<file path="config.mk">
export PLATFORM = sky130hd
export DESIGN_NAME = id_pipe_ctrl
export DESIGN_NICKNAME = d
export VERILOG_FILES = /design/src/rtl/riscv_pkg.sv /design/src/rtl/hazard_detect.sv /design/src/rtl/id_pipe_ctrl.sv
export SDC_FILE = /design/constraint.sdc
export NUM_CORES = 1
export LEC_CHECK = 0
export ABC_CLOCK_PERIOD_IN_PS = 4700
export CAP_MARGIN = 20
export CORE_UTILIZATION = 34
export CTS_CLUSTER_DIAMETER = 100
export DETAILED_ROUTE_END_ITERATION = 12
export PLACE_DENSITY = 0.79
export SYNTH_ARGS = -nofsm -noshare
export SYNTH_HDL_FRONTEND = slang
export SYNTH_SLANG_ARGS = --single-unit
</file>
<file path="constraint.sdc">
create_clock -name clk -period 4.7 [get_ports clk]
set_input_delay 0.94 -clock clk [delete_from_list [all_inputs] [get_ports clk]]
set_output_delay 0.94 -clock clk [all_outputs]
set_load 0.01 [all_outputs]
</file>
<file path="src/rtl/riscv_pkg.sv">
// Shared RV32 decode constants, immediate-format encodings and ID-stage state encodings.
// Imported by the decode-stage controller and its hazard detector.
package riscv_pkg;

   localparam logic [6:0] OpcOp    = 7'b0110011;
   localparam logic [6:0] OpcOpImm = 7'b0010011;
   localparam logic [6:0] OpcLoad  = 7'b0000011;
   localparam logic [6:0] OpcStore = 7'b0100011;
   localparam logic [6:0] OpcBranch = 7'b1100011;
   localparam logic [6:0] OpcJal   = 7'b1101111;
   localparam logic [6:0] OpcJalr  = 7'b1100111;
   localparam logic [6:0] OpcLui   = 7'b0110111;
   localparam logic [6:0] OpcAuipc = 7'b0010111;

   // addi x0, x0, 0
   localparam logic [31:0] InstrNop = 32'h0000_0013;

   typedef enum logic [2:0] {
      ImmNone = 3'd0,
      ImmI    = 3'd1,
      ImmS    = 3'd2,
      ImmB    = 3'd3,
      ImmJ    = 3'd4,
      ImmU    = 3'd5
   } imm_sel_e;

   typedef enum logic [1:0] {
      StRun   = 2'd0,
      StStall = 2'd1,
      StFlush = 2'd2
   } id_state_e;

   function automatic imm_sel_e imm_decode(logic [6:0] opcode);
      imm_sel_e sel;
      case (opcode)
         OpcOpImm, OpcLoad, OpcJalr: sel = ImmI;
         OpcStore:                   sel = ImmS;
         OpcBranch:                  sel = ImmB;
         OpcJal:                     sel = ImmJ;
         OpcLui, OpcAuipc:           sel = ImmU;
         default:                    sel = ImmNone;
      endcase
      return sel;
   endfunction

endpackage

</file>
<file path="src/rtl/hazard_detect.sv">
// Load-use hazard detector: decodes which source registers the held instruction reads and
// compares them against the destination of a load sitting in EX.
module hazard_detect
   import riscv_pkg::*;
(
   input  logic       id_valid_i,
   input  logic [6:0] opcode_i,
   input  logic [4:0] rs1_i,
   input  logic [4:0] rs2_i,
   input  logic       ex_mem_read_i,
   input  logic [4:0] ex_rd_i,
   output logic       hazard_o
);

   logic use_rs1;
   logic use_rs2;

   always_comb begin
      use_rs1 = 1'b1;
      use_rs2 = 1'b0;
      case (opcode_i)
         OpcLui, OpcAuipc, OpcJal:    use_rs1 = 1'b0;
         OpcOp, OpcStore, OpcBranch:  use_rs2 = 1'b1;
         default:                     ;
      endcase
   end

   logic rs1_match;
   logic rs2_match;

   assign rs1_match = (ex_rd_i == rs1_i) & use_rs1;
   assign rs2_match = (ex_rd_i == rs2_i) & use_rs2;

   // x0 is never a real dependency, so a load targeting it cannot stall.
   assign hazard_o = id_valid_i & ex_mem_read_i & (ex_rd_i != 5'd0) & (rs1_match | rs2_match);

endmodule

</file>
<file path="src/rtl/id_pipe_ctrl.sv">
// Decode-stage sequencer: owns the IF/ID register, inserts load-use bubbles, discards
// wrong-path fetches after a redirect, and freezes on downstream memory busy.
module id_pipe_ctrl
   import riscv_pkg::*;
#(
   parameter int unsigned XLEN         = 32,
   parameter int unsigned LOAD_STALL   = 1,
   parameter int unsigned FLUSH_CYCLES = 1,
   parameter int unsigned CNT_W        = 16
) (
   input  logic             clk,
   input  logic             rst,
   input  logic             if_valid,
   input  logic [31:0]      if_instr,
   input  logic [XLEN-1:0]  if_pc,
   output logic             if_ready,
   input  logic             ex_mem_read,
   input  logic [4:0]       ex_rd,
   input  logic             ex_branch_taken,
   input  logic             mem_busy,
   output logic             id_valid,
   output logic [31:0]      id_instr,
   output logic [XLEN-1:0]  id_pc,
   output logic [2:0]       imm_sel,
   output logic [4:0]       id_rs1,
   output logic [4:0]       id_rs2,
   output logic             ex_bubble,
   output logic [CNT_W-1:0] stall_cnt,
   output logic [CNT_W-1:0] flush_cnt
);

   id_state_e        state_q, state_d;
   logic [2:0]       cnt_q, cnt_d;
   logic             valid_q, valid_d;
   logic [31:0]      instr_q, instr_d;
   logic [XLEN-1:0]  pc_q, pc_d;
   logic [CNT_W-1:0] stall_cnt_q, stall_cnt_d;
   logic [CNT_W-1:0] flush_cnt_q, flush_cnt_d;
   logic             hazard;

   hazard_detect u_hazard_detect (
      .id_valid_i    (valid_q),
      .opcode_i      (instr_q[6:0]),
      .rs1_i         (instr_q[19:15]),
      .rs2_i         (instr_q[24:20]),
      .ex_mem_read_i (ex_mem_read),
      .ex_rd_i       (ex_rd),
      .hazard_o      (hazard)
   );

   always_ff @(posedge clk) begin
      if (rst) begin
         state_q     <= StRun;
         cnt_q       <= 3'd0;
         valid_q     <= 1'b0;
         instr_q     <= InstrNop;
         pc_q        <= '0;
         stall_cnt_q <= '0;
         flush_cnt_q <= '0;
      end else begin
         state_q     <= state_d;
         cnt_q       <= cnt_d;
         valid_q     <= valid_d;
         instr_q     <= instr_d;
         pc_q        <= pc_d;
         stall_cnt_q <= stall_cnt_d;
         flush_cnt_q <= flush_cnt_d;
      end
   end

   always_comb begin
      state_d     = state_q;
      cnt_d       = cnt_q;
      valid_d     = valid_q;
      instr_d     = instr_q;
      pc_d        = pc_q;
      stall_cnt_d = stall_cnt_q;
      flush_cnt_d = flush_cnt_q;

      if (mem_busy) begin
         // Full freeze: EX keeps any pending redirect until the busy window ends.
      end else if (ex_branch_taken) begin
         valid_d     = 1'b0;
         instr_d     = InstrNop;
         flush_cnt_d = (flush_cnt_q == '1) ? flush_cnt_q : flush_cnt_q + CNT_W'(1);
         cnt_d       = 3'(FLUSH_CYCLES);
         state_d     = (FLUSH_CYCLES == 0) ? StRun : StFlush;
      end else begin
         case (state_q)
            StFlush: begin
               valid_d = 1'b0;
               instr_d = InstrNop;
               cnt_d   = cnt_q - 3'd1;
               if (cnt_q == 3'd1) begin
                  state_d = StRun;
               end
            end
            StStall: begin
               stall_cnt_d = (stall_cnt_q == '1) ? stall_cnt_q : stall_cnt_q + CNT_W'(1);
               cnt_d       = cnt_q - 3'd1;
               if (cnt_q == 3'd1) begin
                  state_d = StRun;
               end
            end
            default: begin
               if (hazard) begin
                  stall_cnt_d = (stall_cnt_q == '1) ? stall_cnt_q : stall_cnt_q + CNT_W'(1);
                  if (LOAD_STALL > 1) begin
                     state_d = StStall;
                     cnt_d   = 3'(LOAD_STALL - 1);
                  end
               end else begin
                  valid_d = if_valid;
                  if (if_valid) begin
                     instr_d = if_instr;
                     pc_d    = if_pc;
                  end else begin
                     instr_d = InstrNop;
                  end
               end
            end
         endcase
      end
   end

   always_comb begin
      if_ready  = 1'b0;
      ex_bubble = 1'b0;
      if (mem_busy) begin
         if_ready  = 1'b0;
         ex_bubble = 1'b0;
      end else if (ex_branch_taken || (state_q == StFlush)) begin
         if_ready  = 1'b1;
         ex_bubble = 1'b1;
      end else if ((state_q == StStall) || hazard) begin
         if_ready  = 1'b0;
         ex_bubble = 1'b1;
      end else begin
         if_ready  = 1'b1;
         ex_bubble = ~valid_q;
      end
   end

   assign id_valid  = valid_q;
   assign id_instr  = instr_q;
   assign id_pc     = pc_q;
   assign id_rs1    = instr_q[19:15];
   assign id_rs2    = instr_q[24:20];
   assign imm_sel   = valid_q ? imm_decode(instr_q[6:0]) : ImmNone;
   assign stall_cnt = stall_cnt_q;
   assign flush_cnt = flush_cnt_q;

endmodule
</file>
==> results, run 1 <==
- The met1 layer usage reported by global route is a little over a fifth.
- The area inside the core boundary is 0.0121 mm^2.
- The per-instance average area after synthesis is between 9 and 10 um^2.
- The number of max-cap violations is 0.
- The mux cell area share after synthesis is around 8.0%.
- The run finished with clean final reports.
- The final worst-path cycle share is 89.5%.
- After routing, the total negative slack on setup checks comes to 0 ns.
- The required time at the worst-slack endpoint is between 3 and 4 ns.
- Buffers added to address setup during post-CTS repair amount to 0.
- The die height is about 110 um.
- Clock latency on the worst-skew pair, taken at its later pin, is approximately 0.34 ns.
- The worst pin sits at a relative slew slack of between 50% and 60%.
- For the worst setup path, the data arrival time is between 3 and 4 ns.
- The first global-routing pass estimated 19000 um of wire.
- The total setup violations reported at the end of the flow is 0.
- The count of pins on the block boundary is between 150 and 200.
- The longest clock path from root to sink contains 2 buffers.
- The final-report max-slew violation count is 0.
- The via count of the first global-routing pass is between 3000 and 4000.
- STA classifies the critical path startpoint as an input pin.
- With fillers left out, the area of the finished cells amounts to between 0.006 and 0.007 mm^2.
- The power density over cell area is roughly 290 mW/mm^2.
- The die covers about 0.013 mm^2.
- Clock-pin slew was measured on the worst setup and hold paths at ~0.07 ns.
- For met3 alone, demand over resource in global routing was under 10%.
- The synthesized design contains 0 enable-type register cells.
- The class of the most critical setup path is in -> out.
- The average routed wire per standard cell is roughly 15 um.
- In this run the most critical hold path is launched from id_instr[14].
- Summing all placed instances gives a cell area of between 0.006 and 0.007 mm^2.
- The post-cts gate resize count is 0.
- The main combinational cell family by area after synthesis is simple AND/OR/NAND/NOR gates.
- The critical path startpoint is ex_rd[1].
- The weighted congestion at the end of routability-driven global placement is 0.818.
- The detailed-placement wirelength estimate is roughly 9000 um.
- The number of vias per cell after detailed routing is 5.04.
- The leakage component of the power is roughly 2.3 nW.
- The most common cell in the synthesized netlist is dfxtp_1.
- Of the total synthesized cell area, the portion taken by full adders, half adders and majority gates is roughly 1.2%.
- The count of input and output buffers is ~190.
- Summing the areas of all compound-gate instances in the mapped netlist gives 13.9% of the synthesized area.
- The final-layout worst hold slack is 0.480 ns.
- In the global route stage, overall resource usage came out at roughly 18%.
- After synthesis, the most frequently instantiated cells are 101 x dfxtp_1, 61 x nor2_1, 33 x mux2i_1.
- The largest fanout on the critical path is 6.
- Counting the buffers created by CTS gives 9.
- The share of the synthesized area in the top cell type is between 40% and 50%.
- The total via count after detailed routing is slightly below 4000.
- The global routing stage identified its most utilized layer as met2.
- The initialized floorplan defines 40 standard-cell rows.
- The number of hold violations in the final report is 0.
- The number of remaining DRC errors is 0.
- Setup repair after global routing left no endpoint under its margin.
- The commonest register cell after synthesis is dfxtp_1.
- The highest achievable clock rate is approximately 0.24 GHz.
- TritonCTS built the clock tree.
- The actual transition at the worst max-transition pin is 0.637 ns.
- After Yosys synthesis, XOR and XNOR cells account for roughly 4.9% of the synthesized area.
- In this run, post-CTS hold repair placed 0 buffers.
- The initial core utilization is 35.3%.
- After layout, the minimum clock period comes to 4.21 ns.
- The detailed router's first-iteration violation count is 166.
- Clock skew on the completed layout was measured at 0.00736 ns.
- The cell type contributing the most total cell area after synthesis is dfxtp_1.
- The simple logic cell fraction of the synthesized area is about a fifth.
- The number of routed nets with antenna violations is 0.
- From synthesis to final layout, the design area changed by 52.6%.
- In the synthesized netlist the async set-or-reset flop fraction comes to 0%.
- The tree is rooted in a clkbuf_16.
- The gate count of the mapped netlist is between 400 and 500.
- The count of unique library cells instantiated by Yosys is 50.
- The kind of end point of the critical path is an output port.
- The maximum ir drop on the vdd rail is roughly 0.19 mV.
- In the final layout, the share of cells above drive strength 1 is under 10%.
- The type of the tightest min-delay check is reg -> reg.
- The number of H-tree levels is 3.
- The count of TritonRoute iterations in the first routing pass is 4.
- The startpoint identified for the worst register-to-register timing path is id_instr[4].
- The antenna diode count is 0.
- Counting every sink on the clock net gives approximately 100.
- Cells fill between 50% and 60% of the core in the end.
- After global routing the overflow that remains totals 0.
- The synthesized net count is 521.
- Ranked by total cell area, the synthesized netlist is headed by dfxtp_1 47%, mux2i_1 7.7%, a22o_1 5.9%, nor2_1 5.4%, xnor2_1 3.1%.
- The maximum number of pins on one net before global-route repair is 42.
- Global routing used 32.6% of the available met2 tracks.
- In this run the horizontal extent of the chip is 114 um.
- The cell area after technology mapping is 0.00427 mm^2.
- The power after layout is between 1.5 and 2 mW.
- The Yosys step of the flow raised 0 warnings.
- The wire length reported by the detailed router is roughly 12000 um.
- The net count of the finished layout is slightly below 700.
- The share of synthesized area occupied by flip-flops and latches is between 40% and 50%.
- The number of antenna violations at the first check in global routing was 0.
- The synthesized design contains between 100 and 150 register bits.
==> state kept, by name (all words and copies together) (netlist names) <==
| register | count |
|---|---|
| state_q | 1 |
| id_instr | 32 |
| cnt_q | 3 |
| id_valid | 1 |
| stall_cnt | 16 |
| flush_cnt | 16 |
| id_pc | 32 |
==> power breakdown <==
| part | leakage, nW | internal, mW | switching, mW |
|---|---|---|---|
| Combinational | 1.30 | 0.114 | 0.0735 |
| Clock | 0.156 | 0.469 | 0.329 |
| Sequential | 0.818 | 0.874 | 0.0160 |
==> layer usage <==
metal  part of all wire [%]  wire length, um
met5                      0                0
met2                     52             6190
met1                     43             5160
met4                    2.2              262
met3                    3.4              403
==> kinds of logic after synthesis <==
family | after synthesis
and+or+nand+nor | 153
adders and majority gates | 4
DFF | 101
xor gates and xnor gates | 24
muxes | 34
buffers and inverters | 44
AOI/OAI and AO/OA | 82
==> final cells by class <==
cell class | count | area (um^2)
Clock buffer | 9 | 225
Sequential cell | 101 | 2020
Clock inverter | 7 | 98.8
Tap cell | 168 | 210
Timing Repair Buffer | 191 | 1890
Inverter | 11 | 41.3
Fill cell | 1108 | 5590
Multi-Input combinational cell | 297 | 2030
==> critical path: stages <==
cell and delay (ns):
clkdlybuf4s50_1 0.47, or4_1 0.55, o211ai_2 0.28, nor4_4 0.14
o21ai_1 0.20, and2_1 0.15, clkdlybuf4s50_1 0.54
==> metrics by stage <==
| step | instances | worst slack, ns |
|---|---|---|
| 4_1_cts | 784 | 0.491 |
| 3_5_place_dp | 768 | 0.491 |
| 3_3_place_gp | 768 | 0.503 |
| 2_1_floorplan | 442 | 1.58 |
| 5_1_grt | 784 | 0.379 |
| 6_report | 784 | 0.493 |
==> cell usage in the layout (no fill, tap or decap), types with 10 or more instances in the layout <==
| cell type | count |
|---|---|
| clkdlybuf4s50_1 | 185 |
| dfxtp_1 | 101 |
| nor2_1 | 61 |
| mux2i_1 | 33 |
| a22o_1 | 29 |
| nand3_1 | 20 |
| a21oi_1 | 20 |
| nand2_1 | 15 |
| xnor2_1 | 15 |
| inv_1 | 11 |
| or4_1 | 10 |
==> path summary, 6_finish.rpt <==
check | end | depth (start not counted) | slack [ns]
worst max-delay path | if_ready | 7 | 0.49
worst min-delay path | id_instr[14] | 1 | 0.48
worst max register to register | id_instr[18] | 7 | 2.05
worst min register to register | id_instr[14] | 1 | 0.48
No activity file was read; power rests on OpenSTA's default activity.
==> inputs of run 2 (changes only) <==
--- a/config.mk
+++ b/config.mk
@@ -6,7 +6,6 @@
 export NUM_CORES = 1
 export LEC_CHECK = 0
 export ABC_CLOCK_PERIOD_IN_PS = 4700
-export CAP_MARGIN = 20
 export CORE_UTILIZATION = 34
 export CTS_CLUSTER_DIAMETER = 100
 export DETAILED_ROUTE_END_ITERATION = 12
==> results of run 2 <==
Final layout, timing and power as in run 1 (identical DEF).
